File: config.mk
export PLATFORM = sky130hd
export DESIGN_NAME = divisor_sequencial_flat
export DESIGN_NICKNAME = d
export VERILOG_FILES = /design/src/rtl/div_pkg.sv /design/src/rtl/divisor_sequencial_if.sv /design/src/rtl/div_step.sv /design/src/rtl/divisor_sequencial.sv /design/src/flat_wrapper.sv
export SDC_FILE = /design/constraint.sdc
export NUM_CORES = 1
export LEC_CHECK = 0
export CAP_MARGIN = 5
export CORE_MARGIN = 1.5
export CORE_UTILIZATION = 49
export DETAILED_ROUTE_END_ITERATION = 16
export GPL_TIMING_DRIVEN = 1
export PLACE_DENSITY = 0.76
export SYNTH_ARGS = -nofsm -noshare
export SYNTH_HDL_FRONTEND = slang
export SYNTH_SLANG_ARGS = --single-unit
File: constraint.sdc
create_clock -name Clk -period 2.8 [get_ports Clk]
set_input_delay 0.28 -clock Clk [delete_from_list [all_inputs] [get_ports Clk]]
set_output_delay 0.28 -clock Clk [all_outputs]
set_load 0.01 [all_outputs]
File: src/rtl/div_pkg.sv
// Shared types and constants for the sequential restoring divider.
// FIX is only reached when the design is built with SIGNED_DIV_EN.
package div_pkg;

    typedef enum logic [1:0] {
        IDLE  = 2'd0,
        SHIFT = 2'd1,
        DONE  = 2'd2,
        FIX   = 2'd3
    } div_state_t;

    localparam int DEF_WIDTH = 16;
    localparam int CNT_W     = $clog2(DEF_WIDTH);

    // Wide enough for any supported WIDTH (up to 64); callers slice it.
    localparam logic [63:0] DIVZERO_QUOT = '1;

    function automatic int cnt_width(input int w);
        return (w > 1) ? $clog2(w) : 1;
    endfunction

endpackage

File: src/rtl/divisor_sequencial_if.sv
// Operand/result handshake bundle between the datapath and the divider.
// The Signed input exists only when SIGNED_DIV_EN is defined.
interface divisor_sequencial_if #(parameter int WIDTH = 16);
    logic [WIDTH-1:0] Dividendo;
    logic [WIDTH-1:0] Divisor;
    logic             St;
`ifdef SIGNED_DIV_EN
    logic             Signed;
`endif
    logic [WIDTH-1:0] Quociente;
    logic [WIDTH-1:0] Resto;
    logic             Busy;
    logic             Done;
    logic             DivZero;

    modport master (
`ifdef SIGNED_DIV_EN
        output Signed,
`endif
        output Dividendo, Divisor, St,
        input  Quociente, Resto, Busy, Done, DivZero
    );

    modport slave (
`ifdef SIGNED_DIV_EN
        input  Signed,
`endif
        input  Dividendo, Divisor, St,
        output Quociente, Resto, Busy, Done, DivZero
    );
endinterface

File: src/rtl/div_step.sv
// One restoring-division iteration: shift {R,Q} left, trial-subtract D.
// Purely combinational; the caller owns all registers.
module div_step #(
    parameter int WIDTH = 16
) (
    input  logic [WIDTH-1:0] r,
    input  logic [WIDTH-1:0] q,
    input  logic [WIDTH-1:0] d,
    output logic [WIDTH-1:0] r_next,
    output logic [WIDTH-1:0] q_next,
    output logic             ok
);
    logic [WIDTH:0] r_shift;
    logic [WIDTH:0] trial;

    // The stored remainder is always below D, so it fits WIDTH bits; only the
    // shifted value needs the extra bit before the trial subtraction.
    assign r_shift = {r, q[WIDTH-1]};
    assign trial   = r_shift - {1'b0, d};
    assign ok      = ~trial[WIDTH];
    assign r_next  = ok ? trial[WIDTH-1:0] : r_shift[WIDTH-1:0];
    assign q_next  = {q[WIDTH-2:0], ok};

endmodule

File: src/rtl/divisor_sequencial.sv
// Sequential restoring divider, one quotient bit per clock, St/Done handshake.
// Define SIGNED_DIV_EN to add the Signed input and the sign-fixup (FIX) state.
module divisor_sequencial
    import div_pkg::*;
#(
    parameter int WIDTH = 16
) (
    input  logic                 Clk,
    input  logic                 Reset,
    divisor_sequencial_if.slave  bus
);
    localparam int CW = cnt_width(WIDTH);

    div_state_t       state_reg;
    logic [CW-1:0]    cnt_reg;
    logic [WIDTH-1:0] r_reg;
    logic [WIDTH-1:0] q_reg;
    logic [WIDTH-1:0] d_reg;
    logic [WIDTH-1:0] quo_reg;
    logic [WIDTH-1:0] rem_reg;
    logic             busy_reg;
    logic             done_reg;
    logic             dz_reg;

    logic [WIDTH-1:0] r_step;
    logic [WIDTH-1:0] q_step;
    logic             step_ok;
    logic [WIDTH-1:0] q_shift;
    logic [WIDTH-1:0] dvd_load;
    logic [WIDTH-1:0] dvs_load;

    div_step #(.WIDTH(WIDTH)) u_step (
        .r      (r_reg),
        .q      (q_reg),
        .d      (d_reg),
        .r_next (r_step),
        .q_next (q_step),
        .ok     (step_ok)
    );

    assign q_shift = {q_step[WIDTH-1:1], step_ok};

`ifdef SIGNED_DIV_EN
    logic dvd_neg;
    logic dvs_neg;
    logic neg_q_reg;
    logic neg_r_reg;

    // Signed operands are iterated as magnitudes; signs are restored in FIX.
    always_comb begin
        dvd_neg  = bus.Signed & bus.Dividendo[WIDTH-1];
        dvs_neg  = bus.Signed & bus.Divisor[WIDTH-1];
        dvd_load = dvd_neg ? (~bus.Dividendo + WIDTH'(1)) : bus.Dividendo;
        dvs_load = dvs_neg ? (~bus.Divisor + WIDTH'(1)) : bus.Divisor;
    end
`else
    assign dvd_load = bus.Dividendo;
    assign dvs_load = bus.Divisor;
`endif

    always_ff @(posedge Clk or negedge Reset) begin
        if (!Reset) begin
            state_reg <= IDLE;
            cnt_reg   <= '0;
            r_reg     <= '0;
            q_reg     <= '0;
            d_reg     <= '0;
            quo_reg   <= '0;
            rem_reg   <= '0;
            busy_reg  <= 1'b0;
            done_reg  <= 1'b0;
            dz_reg    <= 1'b0;
`ifdef SIGNED_DIV_EN
            neg_q_reg <= 1'b0;
            neg_r_reg <= 1'b0;
`endif
        end else begin
            case (state_reg)
                IDLE, DONE: begin
                    if (bus.St) begin
                        d_reg    <= dvs_load;
                        q_reg    <= dvd_load;
                        r_reg    <= '0;
                        done_reg <= 1'b0;
                        dz_reg   <= 1'b0;
`ifdef SIGNED_DIV_EN
                        neg_q_reg <= dvd_neg ^ dvs_neg;
                        neg_r_reg <= dvd_neg;
`endif
                        // Divide-by-zero reports raw bits and finishes on this edge.
                        if (bus.Divisor == '0) begin
                            state_reg <= DONE;
                            quo_reg   <= DIVZERO_QUOT[WIDTH-1:0];
                            rem_reg   <= bus.Dividendo;
                            dz_reg    <= 1'b1;
                            done_reg  <= 1'b1;
                            busy_reg  <= 1'b0;
                        end else begin
                            state_reg <= SHIFT;
                            cnt_reg   <= CW'(WIDTH - 1);
                            busy_reg  <= 1'b1;
                        end
                    end
                end

                SHIFT: begin
                    r_reg   <= r_step;
                    q_reg   <= q_shift;
                    cnt_reg <= cnt_reg - CW'(1);
                    if (cnt_reg == '0) begin
`ifdef SIGNED_DIV_EN
                        state_reg <= FIX;
`else
                        state_reg <= DONE;
                        quo_reg   <= q_shift;
                        rem_reg   <= r_step;
                        busy_reg  <= 1'b0;
                        done_reg  <= 1'b1;
`endif
                    end
                end

`ifdef SIGNED_DIV_EN
                FIX: begin
                    state_reg <= DONE;
                    quo_reg   <= neg_q_reg ? (~q_reg + WIDTH'(1)) : q_reg;
                    rem_reg   <= neg_r_reg ? (~r_reg + WIDTH'(1)) : r_reg;
                    busy_reg  <= 1'b0;
                    done_reg  <= 1'b1;
                end
`endif

                default: state_reg <= IDLE;
            endcase
        end
    end

    assign bus.Quociente = quo_reg;
    assign bus.Resto     = rem_reg;
    assign bus.Busy      = busy_reg;
    assign bus.Done      = done_reg;
    assign bus.DivZero   = dz_reg;

endmodule
File: src/flat_wrapper.sv
// flat-port wrapper written by rule: the top's interface ports become plain ports
module divisor_sequencial_flat import div_pkg::*;
#(
    parameter int WIDTH = 16
)
  (Clk, Reset, bus_Dividendo, bus_Divisor, bus_St, bus_Quociente, bus_Resto, bus_Busy, bus_Done, bus_DivZero);
  divisor_sequencial_if #(.WIDTH(WIDTH)) bus_i ();
  input  logic Clk;
  input  logic Reset;
  input wire logic [$bits(bus_i.Dividendo)-1:0] bus_Dividendo;
  input wire logic [$bits(bus_i.Divisor)-1:0] bus_Divisor;
  input wire logic [$bits(bus_i.St)-1:0] bus_St;
  output wire logic [$bits(bus_i.Quociente)-1:0] bus_Quociente;
  output wire logic [$bits(bus_i.Resto)-1:0] bus_Resto;
  output wire logic [$bits(bus_i.Busy)-1:0] bus_Busy;
  output wire logic [$bits(bus_i.Done)-1:0] bus_Done;
  output wire logic [$bits(bus_i.DivZero)-1:0] bus_DivZero;
  assign bus_i.Dividendo = bus_Dividendo;
  assign bus_i.Divisor = bus_Divisor;
  assign bus_i.St = bus_St;
  assign bus_Quociente = bus_i.Quociente;
  assign bus_Resto = bus_i.Resto;
  assign bus_Busy = bus_i.Busy;
  assign bus_Done = bus_i.Done;
  assign bus_DivZero = bus_i.DivZero;
  divisor_sequencial #(.WIDTH(WIDTH)) u_core (.Clk(Clk), .Reset(Reset), .bus(bus_i));
endmodule
==> implementation parameters <==
Parameter                              Value

Run status
  Status    finished, violations left
  Violated checks    negative setup slack

Layout
  Number of antenna repair diodes    0
  Final-stage net count    682
  Layout Cells excl Fill    762
  Signed area change from the synthesized netlist to the final layout    29.3%
  Footprint of the flip-flops and latches    2230 um2
  Share of final-layout standard cells stronger than drive strength 1    14.1%
  Filler cells    751
  Area of the multi-input gates    2500 um2

Routing
  Number of DRC violations after detailed-routing iteration 0    242
  DRT antenna net count    0
  Vias    4446
  Total length of routed wires    13300 um
  Post-route DRC    0
  Via density per instance    5.83
  DR WL/cell    17.4 um
  Iteration count of the initial detailed-routing pass    5

Global routing
  Via count of the first global-routing pass    4300
  Wire length of the first global-routing pass    21400 um
  Largest net degree at the start of global routing    90
  Congestion Overflow GR    0
  Global routing usage summed across all routing layers    26.6%
  Initial antenna violation count    0

CTS
  Clock transition at the registers of the reported paths    0.09 ns
  Maximum buffer depth of the clock tree    2
  Hold buffer count at CTS    0
  Clock tree from TritonCTS    done
  H-Tree Depth    3
  Root buffer cell    sky130_fd_sc_hd__clkbuf_8
  TritonCTS buffer count    9
  Source-to-sink clock delay at the later pin of the worst-skew pair    0.36 ns
  Number of sinks on the clock net    89

Timing
  Final critical-path share of the clock period    100%
  Final setup fails    1
  Unrepaired setup endpoints after global routing    true
  Max transition margin    19.0%
  Slew at the pin with the worst max-slew slack    1.21 ns
  Minimum period implied by the final worst setup slack    2.81 ns
  Max Fclk    0.356 GHz
  Final hold violation count    0
  Final worst setup slack    -0.0114 ns
  Final-report max-slew violation count    0
  Final TNS setup    -0.0114 ns
  Worst hold slack after final layout    0.101 ns
  Max Clock Skew    0.00995 ns

Synth
  Leading cell types by count after synthesis    sky130_fd_sc_hd__nand2_1 (101), sky130_fd_sc_hd__dfrtp_1 (89), sky130_fd_sc_hd__o21ai_0 (63)
  Synth warnings    0
  Cell count after synthesis    537
  Syn_area_per_cell    8.90 um2
  Top flip-flop cell by instance count after synthesis    sky130_fd_sc_hd__dfrtp_1
  Total of flip-flops plus latches after synthesis    89
  FFs w/ async S/R, synth    100%
  Number of enable-type register cells in the synthesized netlist    0
  Post-synth top area cell    sky130_fd_sc_hd__dfrtp_1
  Most common cell in the netlist    sky130_fd_sc_hd__nand2_1
  Most area-consuming cells after synthesis    sky130_fd_sc_hd__dfrtp_1 (47%), sky130_fd_sc_hd__nand2_1 (7.9%), sky130_fd_sc_hd__o21ai_0 (6.6%)
  Library cells used by synthesis    62
  Portion of synthesized cell area occupied by the leading cell type    46.6%
  Register area share after synthesis    46.6%
  Cell area after technology mapping    4780 um2
  Number of nets produced by synthesis    591

Run
  Count of max-cap constraint violations    0

Setup path
  Setup crit start kind    flop
  Critical Path End Type    flop
  Crit path required time    3.08 ns
  Critical Path Slowest Stage Cell    sky130_fd_sc_hd__or4_4
  CP Cell Sequence    ha_2, nand4_1, a2111oi_4, a2111oi_2, or4_4, buf_6, mux2_4, o22ai_2
  Worst path arrival time    3.10 ns
  Largest incremental delay on the critical path    0.57 ns
  Maximum fanout along the worst path    6
  Type of the worst setup path    flop to flop

Floorplanning
  Ports    70
  Vertical die dimension    102 um
  Core ar.    9330 um2
  Total number of placement rows    35
  Horizontal die dimension    102 um
  Initial core utilization    51.2%
  Full die area    10400 um2

Hold path
  Worst Hold Class    primary input to async pin

Placement
  HPWL after detailed placement    9520 um
  GP Congestion    0.955
  Number of buffers added on ports    69
  Placed cells    737

Power
  Static leakage    2.67 nW
  Power per cell area    1550 nW/um2
  Largest vdd supply drop    715 uV
[layout make-up]
type	instances	share of cell area, %
clock buffer	10	2.06
clock inverter	6	1.21
inverter	24	1.46
multi-input combinational	395	40.4
sequential	89	36.0
tap	129	2.61
timing repair buffer	109	16.2
[what timing repair did]
action                     4_1_cts  5_1_grt
resized for setup               14       30
pin swaps                        8        9
buffers inserted                 3        6
setup endpoints to repair       24       33
[cell families (layout without fill, tap and decap cells)]
kind of cell / count (synthesis) / in the layout / share of synthesized area [%]
DFF: 89 / 89 / 46.6
buffers and inverters: 53 / 149 / 4.53
and+or+nand+nor: 193 / 193 / 18.0
adders and majority gates: 19 / 19 / 5.13
AOI/OAI and AO/OA: 162 / 162 / 21.4
xor gates and xnor gates: 10 / 10 / 1.83
muxes: 11 / 11 / 2.43
[metal layers]
| layer | wire [um] | global-route usage, % | part of all wire [%] | vias up |
|---|---|---|---|---|
| met5 | 0 | 0 | 0 | - |
| met4 | 356 | 9.72 | 2.7 | 0 |
| met3 | 680 | 4.14 | 5.1 | 26 |
| met2 | 6490 | 44.1 | 49 | 161 |
| met1 | 5750 | 35.6 | 43 | 2169 |
| li1 | - | - | - | 2090 |
[cells in the final DEF, fill, tap and decap left out, types with 5 or more instances in the layout]
cell                              instances
sky130_fd_sc_hd__and3_1                   5
sky130_fd_sc_hd__o22ai_1                  6
sky130_fd_sc_hd__and2_1                   5
sky130_fd_sc_hd__clkdlybuf4s50_1         68
sky130_fd_sc_hd__a21oi_1                 26
sky130_fd_sc_hd__o21ai_1                 10
sky130_fd_sc_hd__o21ai_0                 50
sky130_fd_sc_hd__nor4_1                   6
sky130_fd_sc_hd__dfrtp_1                 89
sky130_fd_sc_hd__o21ai_2                  5
sky130_fd_sc_hd__nand3_1                  5
sky130_fd_sc_hd__buf_4                   38
sky130_fd_sc_hd__o211ai_1                 5
sky130_fd_sc_hd__xnor2_1                  8
sky130_fd_sc_hd__nor2_1                  39
sky130_fd_sc_hd__a31oi_1                 17
sky130_fd_sc_hd__clkbuf_8                 9
sky130_fd_sc_hd__nand2_1                101
sky130_fd_sc_hd__inv_1                   22
sky130_fd_sc_hd__ha_1                    15
sky130_fd_sc_hd__a21o_1                   6
sky130_fd_sc_hd__nor3_1                   9
[power by group]
group / internal, mW / leakage [nW] / switching [mW] / total [mW]
logic: 2.94 / 1.53 / 3.39 / 6.33
clock network: 0.426 / 0.0990 / 0.492 / 0.918
registers: 1.93 / 1.04 / 0.438 / 2.37
total: 5.29 / 2.67 / 4.32 / 9.61
[path summary, 6_finish.rpt]
path                                          from                 endpoint  slack (ns)  cells after the start
max                               u_core.r_reg[12]      u_core.bus.Resto[6]       -0.01                      8
min                                          Reset          u_core.d_reg[2]        0.10                      1
max reg2reg                       u_core.r_reg[12]      u_core.bus.Resto[6]       -0.01                      8
min reg2reg                u_core.bus.Quociente[7]  u_core.bus.Quociente[7]        0.49                      2
max in group asynchronous                    Reset      u_core.bus.Resto[0]        1.95                      1
min in group Clk           u_core.bus.Quociente[7]  u_core.bus.Quociente[7]        0.49                      2
[stage by stage]
stage	utilization, %	worst slack [ns]	cell area, um2	power (mW)
after detailed placement	61.9	-0.122	5770	7.79
after floorplan	-	0.0370	4790	5.92
after global placement	61.9	-0.0214	5770	7.56
after global routing	66.3	-0.160	6180	10.3
after CTS	64.7	-0.0581	6030	8.92
final	66.3	-0.0114	6180	9.61
[worst max-delay path, delay by kind of cell, from the launching register on]
kind	cells	cell delay, ns
adders and majority gates	1	0.41
muxes	1	0.31
and+or+nand+nor	2	0.79
AOI/OAI and AO/OA	3	0.61
buffers and inverters	1	0.16
DFF	1	0.45
(Power assumes the default switching activity.)
==> variant 1, RTL diff (config.mk and constraints unchanged) <==
`WIDTH` is set to 16 in 4 places; all go to 24.
--- a/src/rtl/divisor_sequencial_if.sv
+++ b/src/rtl/divisor_sequencial_if.sv
@@ -1,5 +1,5 @@
 // Operand/result handshake bundle between the datapath and the divider.
 // The Signed input exists only when SIGNED_DIV_EN is defined.
-interface divisor_sequencial_if #(parameter int WIDTH = 16);
+interface divisor_sequencial_if #(parameter int WIDTH = 24);
     logic [WIDTH-1:0] Dividendo;
     logic [WIDTH-1:0] Divisor;
--- a/src/rtl/div_step.sv
+++ b/src/rtl/div_step.sv
@@ -2,5 +2,5 @@
 // Purely combinational; the caller owns all registers.
 module div_step #(
-    parameter int WIDTH = 16
+    parameter int WIDTH = 24
 ) (
     input  logic [WIDTH-1:0] r,
--- a/src/rtl/divisor_sequencial.sv
+++ b/src/rtl/divisor_sequencial.sv
@@ -4,5 +4,5 @@
     import div_pkg::*;
 #(
-    parameter int WIDTH = 16
+    parameter int WIDTH = 24
 ) (
     input  logic                 Clk,
--- a/src/flat_wrapper.sv
+++ b/src/flat_wrapper.sv
@@ -2,5 +2,5 @@
 module divisor_sequencial_flat import div_pkg::*;
 #(
-    parameter int WIDTH = 16
+    parameter int WIDTH = 24
 )
   (Clk, Reset, bus_Dividendo, bus_Divisor, bus_St, bus_Quociente, bus_Resto, bus_Busy, bus_Done, bus_DivZero);
Interface: changed (resized bus_Dividendo, bus_Divisor, bus_Quociente and bus_Resto); port bits go from 70 to 102. No check against the original RTL was run, so the function may have changed too.
==> variant 1 against the original RTL <==
The flow still finishes with violations (negative setup slack). Worst hold slack better by 260 ps. Synthesized cell count grew 41%. Worst setup slack got worse by 120 ps. Sequential share of layout area decreased by 0.52 points. Critical path depth rose by 6. Sequential cell count up 41. Routed wire length rose by 44%. Synthesized area grew 41%. Global-route usage is 0.12 points higher. Cell area increased by 48%. Largest cell class unchanged.
Power is not shown: default switching activity piles up to over one toggle a cycle in this logic, so the estimate is an artifact.
==> variant 1: results (changes against the original RTL) <==
failing checks - negative setup slack
Mapped Avg Cell Area - 8.93 um2 (+0.36%)
pin count of the biggest net entering global routing - 60 (-33%)
post-synth cell types - 56 (-9.7%)
CP max stage cell - dfrtp_1
Synth Area in Adders - 0.0511 (-0.000169)
relative slew slack - 0.523 (+0.333)
DR iter-0 viols - 479 (+98%)
post-detail-place hpwl - 13.5 mm (+42%)
Clock Pin Slew Worst Setup and Hold Paths - 60 ps (-30 ps)
worst path arrival time - 3220 ps (+120 ps)
fillers - 1030 (+37%)
origin of the worst setup path - u_core.q_reg[23]
sequential area share after synthesis - 0.482 (+0.0158)
postcts setup bufs - 1 (-2)
final worst slack - -127 ps (-115 ps)
met2 routed WL - 9.90 mm (+53%)
endpoints failing setup - 31 (+30)
RR Endpoint - u_core.r_reg[13]
commonest cells in the synthesized netlist - nand2_1 (149), dfrtp_1 (130), o21ai_0 (83)
IO buf count - 101 (+46%)
Max stage delay on crit path - 390 ps (-180 ps)
synthesized net count - 834 (+41%)
status - finished, violations left
post-cts gate resize count - 12 (-2)
compound-cell area share of the yosys netlist - 0.200 (-0.0145)
final net count - 956 (+40%)
wire length on met1 - 7.88 mm (+37%)
vias after detailed routing - 6152 (+38%)
routed wire length - 19.1 mm (+44%)
-- variant 1: cell types whose count changed after synthesis, moves of 6 or more --
cell      unedited run  this run
o21ai_0             63        83
a21o_1               6        12
nand2_1            101       149
o211ai_1             5        18
clkbuf_1            24        30
nand3_1              5        22
a21oi_1             26        34
xor2_1               2         9
nor2_1              39        52
ha_1                18        26
a31oi_1             17        26
inv_1               24        35
dfrtp_1             89       130
-- variant 1: layer usage --
layer / global-route usage / vias to the layer above
li1: - / 2901
met1: 0.339 / 3028
met2: 0.455 / 188
met3: 0.0557 / 35
met4: 0.0949 / 0
met5: 0 / -
-- variant 1: layout make-up --
cell class                      instances  area share
Multi-Input combinational cell        550       0.390
Sequential cell                       130       0.355
Timing Repair Buffer                  144       0.151
Clock buffer                           19      0.0494
Tap cell                              176      0.0240
Clock inverter                         13      0.0163
Inverter                               35      0.0143
-- variant 1: worst max-delay path by stage --
stage / end / slack, ps / cells past startpoint
CTS: u_core.bus.Resto[1] / -30 / 13
global placement: u_core.bus.Resto[4] / 10 / 14
detailed placement: u_core.r_reg[23] / -110 / 13
floorplan: u_core.bus.Resto[2] / -70 / 13
global route: u_core.r_reg[13] / -280 / 14
finish: u_core.r_reg[13] / -130 / 14
-- variant 1: stage by stage --
step | hold slack (ps) | area [um2] | TNS [ps] | setup slack [ps] | utilization
floorplan | -15.6 | 6750 | -70.0 | -70.0 | -
global route | 413 | 9160 | -6820 | -277 | 0.686
CTS | 363 | 8810 | -140 | -27.9 | 0.660
finish | 364 | 9160 | -1470 | -127 | 0.686
global placement | 261 | 8140 | 0 | 14.7 | 0.610
detailed placement | 269 | 8140 | -1480 | -111 | 0.610
==> variant 2, RTL diff (same flow settings) <==
Without the edit above. Encoding of `div_state_t`: now one-hot (4 bits for 4 states).
--- a/src/rtl/div_pkg.sv
+++ b/src/rtl/div_pkg.sv
@@ -3,9 +3,9 @@
 package div_pkg;
 
-    typedef enum logic [1:0] {
-        IDLE  = 2'd0,
-        SHIFT = 2'd1,
-        DONE  = 2'd2,
-        FIX   = 2'd3
+    typedef enum logic [3:0] {
+        IDLE  = 4'b0001,
+        SHIFT = 4'b0010,
+        DONE  = 4'b0100,
+        FIX   = 4'b1000
     } div_state_t;
 
Formal check against the unedited RTL: no difference found for any inputs over 10 cycles, from zero or initial values and one cycle with Reset low; not proved beyond that.
==> variant 2 against the original RTL <==
Worst hold slack better by 280 ps. Largest cell class unchanged. Sequential cell count up 1. Worst setup slack better by 45 ps. Synthesized area down 2.0%. Routed wire length down 12%. Count of clock-buffer cells in the layout unchanged. Highest routed layer unchanged. Synthesized cell count down 6.9%. Critical path depth up 5. Cell area down 4.0%.
Power is not compared: it rests on default switching activity, and its combinational part moved more than twofold at a synthesized area within 25%.
==> variant 2: results (changes against the original RTL) <==
hold_buf cts - 1 (+1)
Worst IR Drop VDD - 0.000706 V
vias in the first global route - 3782 (-12%)
origin of the worst setup path - u_core.q_reg[15]
GR Layer Usage met2 - 0.415 (-0.0252)
vias per inst - 5.42 (-7.1%)
delay-heaviest family, CP - compound AO/OA/AOI/OAI gates
Async S/R FF share, synth - 1.00 (unchanged)
pre-CTS setup slack - -10.4 ps (+111 ps)
grt met3 use - 0.0458 (+0.00436)
switching share of power - 0.391
CTS buffer count - 9 (unchanged)
Mapped Cells - 500 (-6.9%)
wire length on met1 - 5.18 mm (-9.9%)
total track usage - 0.244 (-0.0222)
DR iter-0 viols - 195 (-19%)
Clock Skew - 15.6 ps (+5.70 ps)
status - completed
worst-path fanout max - 8 (+2)
final worst slack - 33.4 ps (+44.8 ps)
post-detail-place hpwl - 8.63 mm (-9.3%)
worst path arrival time - 3020 ps (-80 ps)
RD Place Congestion - 0.869 (-9.0%)
R2R depth - 13 (+5)
top post-synthesis cells by area - dfrtp_1 (48%), nand2_1 (5.8%), a21oi_1 (5.2%)
sequential area share after synthesis - 0.481 (+0.0151)
met3 wire length - 600 um (-12%)
yosys warns - 0 (unchanged)
post-cts gate resize count - 2 (-12)
HP Class - in -> async
compound-cell area share of the yosys netlist - 0.193 (-0.0210)
Initial DRT Pass Iterations - 4 (-1)
RR Endpoint - u_core.bus.Resto[2]
Max stage delay on crit path - 390 ps (-180 ps)
Least-Margin Pin Slew - 517 ps (-693 ps)
fillers - 765 (+1.9%)
endpoints failing setup - 0 (-1)
met2 routed WL - 5.77 mm (-11%)
post-synthesis mux area share - 0.0620 (+0.0376)
post-synth cell types - 52 (-16%)
CP max stage cell - dfrtp_1
Placed Cells - 688 (-6.6%)
area of placed instances - 5600 um2 (-2.9%)
Routed wire per std cell - 16.5 um (-5.0%)
commonest cells in the synthesized netlist - dfrtp_1 (89), nand2_1 (72), nor2_1 (50)
synthesized net count - 554 (-6.3%)
IO buf count - 69 (unchanged)
first-pass GRT wire length - 18.8 mm (-12%)
Min Hold Slack - 382 ps (+281 ps)
met1 Use GR - 0.320 (-0.0360)
pin count of the biggest net entering global routing - 62 (-31%)
xor-xnor portion of the synthesized cell area - 0.0240 (+0.00571)
final cell count without fillers - 709 (-7.0%)
PD cells - 997 nW/um2
Synth Area in Adders - 0.0524 (+0.00104)
initial antenna violation count - 0 (unchanged)
final net count - 629 (-7.8%)
share of layout cells above drive strength 1 - 0.121 (-0.0199)
postcts setup bufs - 0 (-3)
-- variant 2: cell count changes after synthesis, sizes merged, moves of 11 or more --
cell and delta:
nor2 +11, a31oi -11, clkbuf -11, o21ai -34
mux2 +14, nand2 -29, a21o +15, a21oi +23
-- variant 2: area by class of cell --
cell class / instances / area [um2] / area share
sequential: 90 / 2250 / 0.380
tap: 129 / 161 / 0.0272
multi-input combinational: 361 / 2320 / 0.391
inverter: 24 / 90.1 / 0.0152
timing repair buffer: 89 / 908 / 0.153
clock buffer: 10 / 128 / 0.0215
clock inverter: 6 / 71.3 / 0.0120
-- variant 2: worst max-delay path by stage --
| stage | to | cells past startpoint |
|---|---|---|
| final | u_core.bus.Resto[2] | 13 |
| after global routing | u_core.bus.Resto[12] | 13 |
| after global placement | u_core.bus.Resto[4] | 13 |
| after floorplan | u_core.bus.Resto[6] | 13 |
| after detailed placement | u_core.bus.Resto[2] | 13 |
| after CTS | u_core.bus.Resto[2] | 13 |
